===== src/rtl/ibex_defines.sv =====
// Shared definitions for the eFPGA custom-op dispatcher: FSM state encoding
// and the default WAIT-state timeout.
package ibex_defines;

    localparam int EFPGA_TIMEOUT_DEFAULT = 32;

    typedef enum logic [1:0] {
        DISP_IDLE   = 2'd0,
        DISP_LAUNCH = 2'd1,
        DISP_WAIT   = 2'd2,
        DISP_RESP   = 2'd3
    } efpga_disp_state_e;

endpackage


===== src/rtl/ibex_efpga_perf_cnt.sv =====
// Performance counters for the eFPGA dispatcher: completed ops and total WAIT
// cycles, both free-running and wrapping at 2^32.
module ibex_efpga_perf_cnt (
    input  logic        clk,
    input  logic        rst_n,
    input  logic        op_done,
    input  logic        wait_cycle,
    output logic [31:0] perf_ops,
    output logic [31:0] perf_wait
);

    always_ff @(posedge clk) begin
        if (!rst_n) begin
            perf_ops  <= '0;
            perf_wait <= '0;
        end else begin
            if (op_done)    perf_ops  <= perf_ops + 32'd1;
            if (wait_cycle) perf_wait <= perf_wait + 32'd1;
        end
    end

endmodule


===== src/rtl/ibex_efpga_dispatch.sv =====
// Dispatches ID-stage custom ops to the eFPGA and returns results with timeout.
// Build macro EFPGA_DISPATCH_PERF_EN adds the op/wait performance counters.
//
// state       | meaning
// ------------+---------------------------------------------------------
// DISP_IDLE   | ready for a request; payload latched on accept
// DISP_LAUNCH | one-cycle launch strobe to the eFPGA, timeout cleared
// DISP_WAIT   | waiting for eFPGA completion or timeout
// DISP_RESP   | response held until writeback accepts it
module ibex_efpga_dispatch
    import ibex_defines::*;
#(
    parameter int TIMEOUT_CYCLES = EFPGA_TIMEOUT_DEFAULT
) (
    input  logic        clk,
    input  logic        rst_n,
    input  logic        req_valid_i,
    output logic        req_ready_o,
    input  logic [1:0]  req_operator_i,
    input  logic [31:0] req_operand_a_i,
    input  logic [31:0] req_operand_b_i,
    input  logic [3:0]  req_delay_i,
    output logic        efpga_en_o,
    output logic [1:0]  efpga_operator_o,
    output logic [31:0] efpga_operand_a_o,
    output logic [31:0] efpga_operand_b_o,
    output logic [3:0]  efpga_delay_o,
    input  logic        efpga_ready_i,
    input  logic [31:0] efpga_result_i,
    output logic        rsp_valid_o,
    input  logic        rsp_ready_i,
    output logic [31:0] rsp_result_o,
    output logic        rsp_error_o,
    output logic        busy_o,
    output logic [31:0] perf_ops_o,
    output logic [31:0] perf_wait_o
);

    localparam logic [7:0] TIMEOUT_LAST = 8'(TIMEOUT_CYCLES - 1);

    efpga_disp_state_e state_q, state_d;
    logic [7:0]        cnt_q;
    logic              accept;
    logic              ready_c;

    always_comb begin
        state_d     = state_q;
        ready_c     = 1'b0;
        accept      = 1'b0;
        efpga_en_o  = 1'b0;
        rsp_valid_o = 1'b0;
        busy_o      = (state_q != DISP_IDLE);
        case (state_q)
            DISP_IDLE: begin
                ready_c = 1'b1;
                if (req_valid_i) begin
                    accept  = 1'b1;
                    state_d = DISP_LAUNCH;
                end
            end
            DISP_LAUNCH: begin
                efpga_en_o = 1'b1;
                state_d    = DISP_WAIT;
            end
            DISP_WAIT: begin
                if (efpga_ready_i || (cnt_q == TIMEOUT_LAST)) state_d = DISP_RESP;
            end
            DISP_RESP: begin
                rsp_valid_o = 1'b1;
                if (rsp_ready_i) begin
                    ready_c = 1'b1;
                    if (req_valid_i) begin
                        accept  = 1'b1;
                        state_d = DISP_LAUNCH;
                    end else begin
                        state_d = DISP_IDLE;
                    end
                end
            end
            default: state_d = DISP_IDLE;
        endcase
    end

    // No request may be advertised as accepted while reset is held.
    assign req_ready_o = ready_c & rst_n;

    always_ff @(posedge clk) begin
        if (!rst_n) begin
            state_q           <= DISP_IDLE;
            cnt_q             <= '0;
            efpga_operator_o  <= '0;
            efpga_operand_a_o <= '0;
            efpga_operand_b_o <= '0;
            efpga_delay_o     <= '0;
            rsp_result_o      <= '0;
            rsp_error_o       <= 1'b0;
        end else begin
            state_q <= state_d;
            if (accept) begin
                efpga_operator_o  <= req_operator_i;
                efpga_operand_a_o <= req_operand_a_i;
                efpga_operand_b_o <= req_operand_b_i;
                efpga_delay_o     <= req_delay_i;
            end
            if (state_q == DISP_LAUNCH)    cnt_q <= '0;
            else if (state_q == DISP_WAIT) cnt_q <= cnt_q + 8'd1;
            // Completion takes priority over a timeout in the same cycle.
            if (state_q == DISP_WAIT) begin
                if (efpga_ready_i) begin
                    rsp_result_o <= efpga_result_i;
                    rsp_error_o  <= 1'b0;
                end else if (cnt_q == TIMEOUT_LAST) begin
                    rsp_result_o <= '0;
                    rsp_error_o  <= 1'b1;
                end
            end
        end
    end

`ifdef EFPGA_DISPATCH_PERF_EN
    logic op_done;
    logic wait_cycle;

    assign op_done    = (state_q == DISP_RESP) & rsp_ready_i & ~rsp_error_o;
    assign wait_cycle = (state_q == DISP_WAIT);

    ibex_efpga_perf_cnt u_perf_cnt (
        .clk        (clk),
        .rst_n      (rst_n),
        .op_done    (op_done),
        .wait_cycle (wait_cycle),
        .perf_ops   (perf_ops_o),
        .perf_wait  (perf_wait_o)
    );
`else
    assign perf_ops_o  = '0;
    assign perf_wait_o = '0;
`endif

endmodule


===== config.mk =====
export PLATFORM = sky130hd
export DESIGN_NAME = ibex_efpga_dispatch
export DESIGN_NICKNAME = d
export VERILOG_FILES = /design/src/rtl/ibex_defines.sv /design/src/rtl/ibex_efpga_perf_cnt.sv /design/src/rtl/ibex_efpga_dispatch.sv
export SDC_FILE = /design/constraint.sdc
export NUM_CORES = 1
export LEC_CHECK = 0
export ABC_AREA = 1
export BUFFER_PORTS_ARGS = -buffer_cell sky130_fd_sc_hd__buf_4
export CORE_AREA = 2 2 107 109
export DETAILED_ROUTE_END_ITERATION = 8
export DIE_AREA = 0 0 109 111
export GPL_ROUTABILITY_DRIVEN = 0
export GPL_TIMING_DRIVEN = 0
export PLACE_DENSITY = 0.81
export SYNTH_ARGS = -nofsm -noshare
export SYNTH_HDL_FRONTEND = slang
export SYNTH_SLANG_ARGS = --single-unit

===== constraint.sdc =====
create_clock -name clk -period 2.9 [get_ports clk]
set_clock_uncertainty 0.05 [all_clocks]
set_input_delay 0.29 -clock clk [delete_from_list [all_inputs] [get_ports clk]]
set_output_delay 0.29 -clock clk [all_outputs]
set_load 0.1 [all_outputs]

# Word level (Yosys, flattened, before mapping)

Cells that the tools add are included.

Add/subtract/negate cells: 1
Eq/ne operators: 7
Multiplexer cells: 16
Bitwise operators: 2
Reductions and logical operators: 7

Operators by type and width:

| operator                                                         | number |
|---|---|
| 32-bit 2-to-1 mux                                                | 2 |
| 8-bit by 1-bit adder with 8-bit output (second input constant)   | 1 |
| 8-bit by 5-bit == test with 1-bit output (second input constant) | 1 |
| 1-bit 2-to-1 mux                                                 | 8 |
| 2-bit one-hot mux with 4 select lines                            | 1 |
| 2-bit 2-to-1 mux                                                 | 3 |
| 2-bit != test (second input constant)                            | 3 |
| 2-bit == test (second input constant)                            | 2 |
| 1-bit one-hot mux with 2 select lines                            | 2 |
| 2-bit nonzero test                                               | 2 |
| 3-bit AND reduction                                              | 1 |
| 2-bit by 1-bit == test with 1-bit output (second input constant) | 1 |
| 2-bit logical NOT                                                | 1 |
| 2-bit AND reduction                                              | 1 |
| 2-bit OR reduction                                               | 1 |
| 1-bit AND                                                        | 1 |
| 1-bit logical OR                                                 | 1 |
| 1-bit NOT                                                        | 1 |

Register bits after elaboration: 113
Bits of input ports: 107
Output and inout bits: 171
Logic and storage cells: 41

# Depth between registers and ports, before layout

Word-level depth: 4
Gate-level depth with buffers: 9
Mapped depth without buffers: 8

# Worst setup path after synthesis

OpenSTA, ideal clock, no wires.

Path kind: reg-to-output
From: reg state_q[0]
To: out req_ready_o
Arrival: 2.794 ns
Required time: 2.560 ns
Path slack: -0.234 ns
Cell stages (with the launch flop): 6
Buffers on the path: 0
Cell sequence: dfxtp_1 ha_1 nand2_1 nand2_2 nand2_1 nor2_1

Cells in the longest elaborated chain, start to end: 3
Elaborated cells on any way between the ends: 4
Classes of those cells: 1 x eq/ne; 1 x mux; 1 x bitwise; 1 x reduce/logical

Ends and longest elaborated chain:

| item                                                      | line                      | text |
|---|---|---|
| from (decl)                                               | ibex_efpga_dispatch.sv:41 | `efpga_disp_state_e state_q, state_d;` |
| from (signal assigned)                                    | ibex_efpga_dispatch.sv:98 | `state_q <= state_d;` |
| 2-bit == test / 2-bit logical NOT (equally long branches) | ibex_efpga_dispatch.sv:53 | `case (state_q)` |
| 1-bit one-hot mux with 2 select lines (*)                 | ibex_efpga_dispatch.sv:53 |  |
| 1-bit AND (*)                                             | ibex_efpga_dispatch.sv:85 | `assign req_ready_o = ready_c & rst_n;` |
| to (decl)                                                 | ibex_efpga_dispatch.sv:18 | `output logic req_ready_o,` |

Mark *: on every way between the ends. The rest lies on a longest branch, timed or not.

# Final worst setup path

Ends and elaborated chain as after synthesis.

==> flow_summary.json <==
{
  "routed_wl_mm": 13.0,
  "clock_tree.htree_level_count": 4,
  "drt_first_pass_iters": 6,
  "slew_viol_final": 0,
  "timing.hold.ws_ns": 0.0961,
  "tritoncts.num_buffers": 17,
  "ys.warnings.count": 0,
  "max_freq_mhz": 475,
  "post-synth-top-area-fraction": 0.464,
  "grt_setup_unrepaired": "false",
  "dr.first_iter.drc_count": 165,
  "initial_core_util": 0.440,
  "fin_crit_ns": 2.10,
  "cp_slowest_cell": "dfxtp_1",
  "io_pins": 278,
  "via_count": 4608,
  "post_drt_via_cell_ratio": 4.39,
  "grt_pass1_wl_mm": 20.1,
  "reg2reg_slack_ns": 1.02,
  "outcome": "complete, no violations",
  "filler_cell_count": 959,
  "design.final.nets": 1008,
  "coreArea_um2": 11100,
  "grt_antenna_before_repair": 0,
  "yosys.area.top_type": "dfxtp_1",
  "insertedDiodeCount": 0,
  "hold_buffers": 0,
  "cpMostUsedCell": "inv_1",
  "netlist_instances": 600,
  "setup_viol": 0,
  "dp_hpwl_mm": 9.78,
  "rows": 39,
  "cts_tree": "yes",
  "timing.final.crit_share": 0.726,
  "critical_path_required_ns": 2.56,
  "ctsLongestPathBuffers": 2,
  "post_route_setup_tns_ns": 0,
  "placement.io_buffers": 213,
  "finalHoldViolCount": 0,
  "avgSynthCellArea_um2": 8.13,
  "cp_cell_sequence": "inv_1 -> ha_1 -> inv_1 -> nand2_1 -> nor2_2 -> buf_4",
  "cp.arrival_ns": 1.76,
  "dieHeight_um": 111,
  "synth_sequential_area_ratio": 0.464,
  "clock_latency_at_the_later_pin_of_the_worst_skew_pair_ns": 0.41,
  "drt_drc_violations_left": 0,
  "critPathCapture": "req_ready_o",
  "post_route_cells_drive_above_1_share": 0.394,
  "path_clk_slew_ns": 0.05,
  "areaGrowthSynthToFinish_pct": 54.2,
  "cts.repair_timing.setup_buffer_count": 0,
  "path_class": "reg2out",
  "clockRootBuffer": "clkbuf_16",
  "crit_fanout": 6,
  "cp-end-kind": "output port",
  "drtAntennaViolNets": 0,
  "clkSinkCount": 113,
  "worst_setup_path_start_kind": "flip-flop",
  "setup.worst_path.start": "state_q[0]",
  "grt_usage": 0.210,
  "yosysUniqueCellTypes": 31,
  "route.detailed.wl_per_inst_um": 12.4,
  "grt_start_max_net_pins": 17,
  "critical_path.reg2reg.endpoint": "efpga_operand_b_o[21]",
  "rr_startpoint": "state_q[0]",
  "hold_path.class": "in2reg",
  "rr_worst_depth": 8,
  "global_route.overflow_total": 0,
  "die_w_um": 109,
  "yosys_register_bits": 113,
  "timing_worst_slew_pin_value_ns": 0.561,
  "biggest_cell_delay_along_the_critical_path_ns": 0.42,
  "first_global_vias": 4312,
  "syn_area_um2": 4880,
  "synth.top_cells.by_area": "dfxtp_1 46%, buf_4 10%, a21oi_1 10%",
  "cts-resized-gates": 0,
  "fp.dieArea_um2": 12100,
  "drv_cap": 0,
  "timing.slew.headroom": 0.626
}
[layout by cell type (no fill, tap or decap), types with 2 or more instances in the layout]
cell	n
a21oi_1	97
nand2_4	2
o21ai_1	7
nand3_1	5
clkbuf_16	17
bufinv_16	4
a21oi_2	9
clkbuf_1	12
clkinvlp_4	2
clkinv_2	3
clkbuf_8	3
nor2_1	13
nor3b_1	3
inv_1	84
conb_1	64
buf_8	2
nand2_1	71
nor3_1	5
dfxtp_1	113
ha_1	6
nand2_2	10
nor2_2	2
buf_6	11
buf_2	5
o21ai_0	64
inv_2	3
buf_4	279
[stage by stage]
step                cells  worst slack, ns  cell area [um2]   util
floorplan             663            0.230             5120      -
global placement     1019             1.05             6890  0.622
global route         1049            0.688             7520  0.679
detailed placement   1019             1.01             6890  0.622
finish               1049            0.795             7520  0.679
CTS                  1049            0.777             7520  0.679
[layout make-up]
class / instances / area [um2] / area share
Buffer: 98 / 743 / 0.0988
Clock buffer: 20 / 467 / 0.0621
Clock inverter: 10 / 159 / 0.0211
Inverter: 87 / 327 / 0.0434
Multi-Input combinational cell: 365 / 1780 / 0.237
Sequential cell: 113 / 2260 / 0.301
Tap cell: 143 / 179 / 0.0238
Timing Repair Buffer: 213 / 1600 / 0.213
[critical path: cells and delay by family, from the launching register on]
kind	cells	cell delay (ns)
buffers and inverters	3	0.51
and+or+nand+nor	2	0.15
adders and majority gates	1	0.29
DFF	1	0.42
[cell families (layout without fill, tap and decap cells)]
| kind of cell | count (synthesis) | after routing | synth area share |
|---|---|---|---|
| xor+xnor | 1 | 1 | 0.00180 |
| buf+inv | 185 | 428 | 0.219 |
| compound gates | 179 | 179 | 0.193 |
| mux | 1 | 1 | 0.00205 |
| fa+ha+maj | 6 | 6 | 0.0154 |
| simple gates | 114 | 114 | 0.104 |
| other cells | 1 | 64 | 0.000769 |
| flops | 113 | 113 | 0.464 |
[Yosys cell counts]
cell type	instances
buf_12	1
or2_2	1
nor2_1	14
ha_1	6
nor3_1	5
nand3_2	1
buf_2	5
dfxtp_1	113
nand4_1	1
conb_1	1
nand3_1	5
mux2i_1	1
clkbuf_1	12
xor2_1	1
buf_4	66
inv_1	84
o21ai_1	7
nand2_1	71
a21oi_1	97
buf_6	11
a21oi_2	9
nor3b_1	3
nand2_4	2
o21ai_0	64
nand2_2	10
inv_2	3
o22ai_1	1
a21oi_4	1
nor2_2	1
buf_1	1
buf_8	2
[worst min-delay path by stage]
stage,from,endpoint,slack (ns),depth (start not counted)
final,req_operand_b_i[10],efpga_operand_b_o[10],0.1,3
after global routing,efpga_result_i[31],rsp_result_o[31],0.1,3
after CTS,efpga_result_i[1],rsp_result_o[1],0.09,3
after detailed placement,efpga_delay_o[3],efpga_delay_o[3],0.39,2
after global placement,efpga_operand_a_o[24],efpga_operand_a_o[24],0.38,2
after floorplan,efpga_result_i[1],rsp_result_o[1],0.39,2
[per-layer routing]
| layer | vias to the layer above | wire length [um] | global-route usage |
|---|---|---|---|
| met1 | 2034 | 4970 | 0.223 |
| li1 | 2364 | - | - |
| met5 | - | 0 | 0 |
| met4 | 0 | 237 | 0.0803 |
| met2 | 185 | 6370 | 0.363 |
| met3 | 25 | 1380 | 0.0911 |
[state kept, by name, indices dropped and copies added, names as in the netlist]
name and cells:
efpga_operand_a_o 32, efpga_operand_b_o 32, rsp_error_o 1, state_q 2, rsp_result_o 32, efpga_operator_o 2, efpga_delay_o 4, cnt_q 8
Power is left out: the tool's default activity adds up to more than one toggle a clock period on the data nets, which glitch-free logic cannot reach.
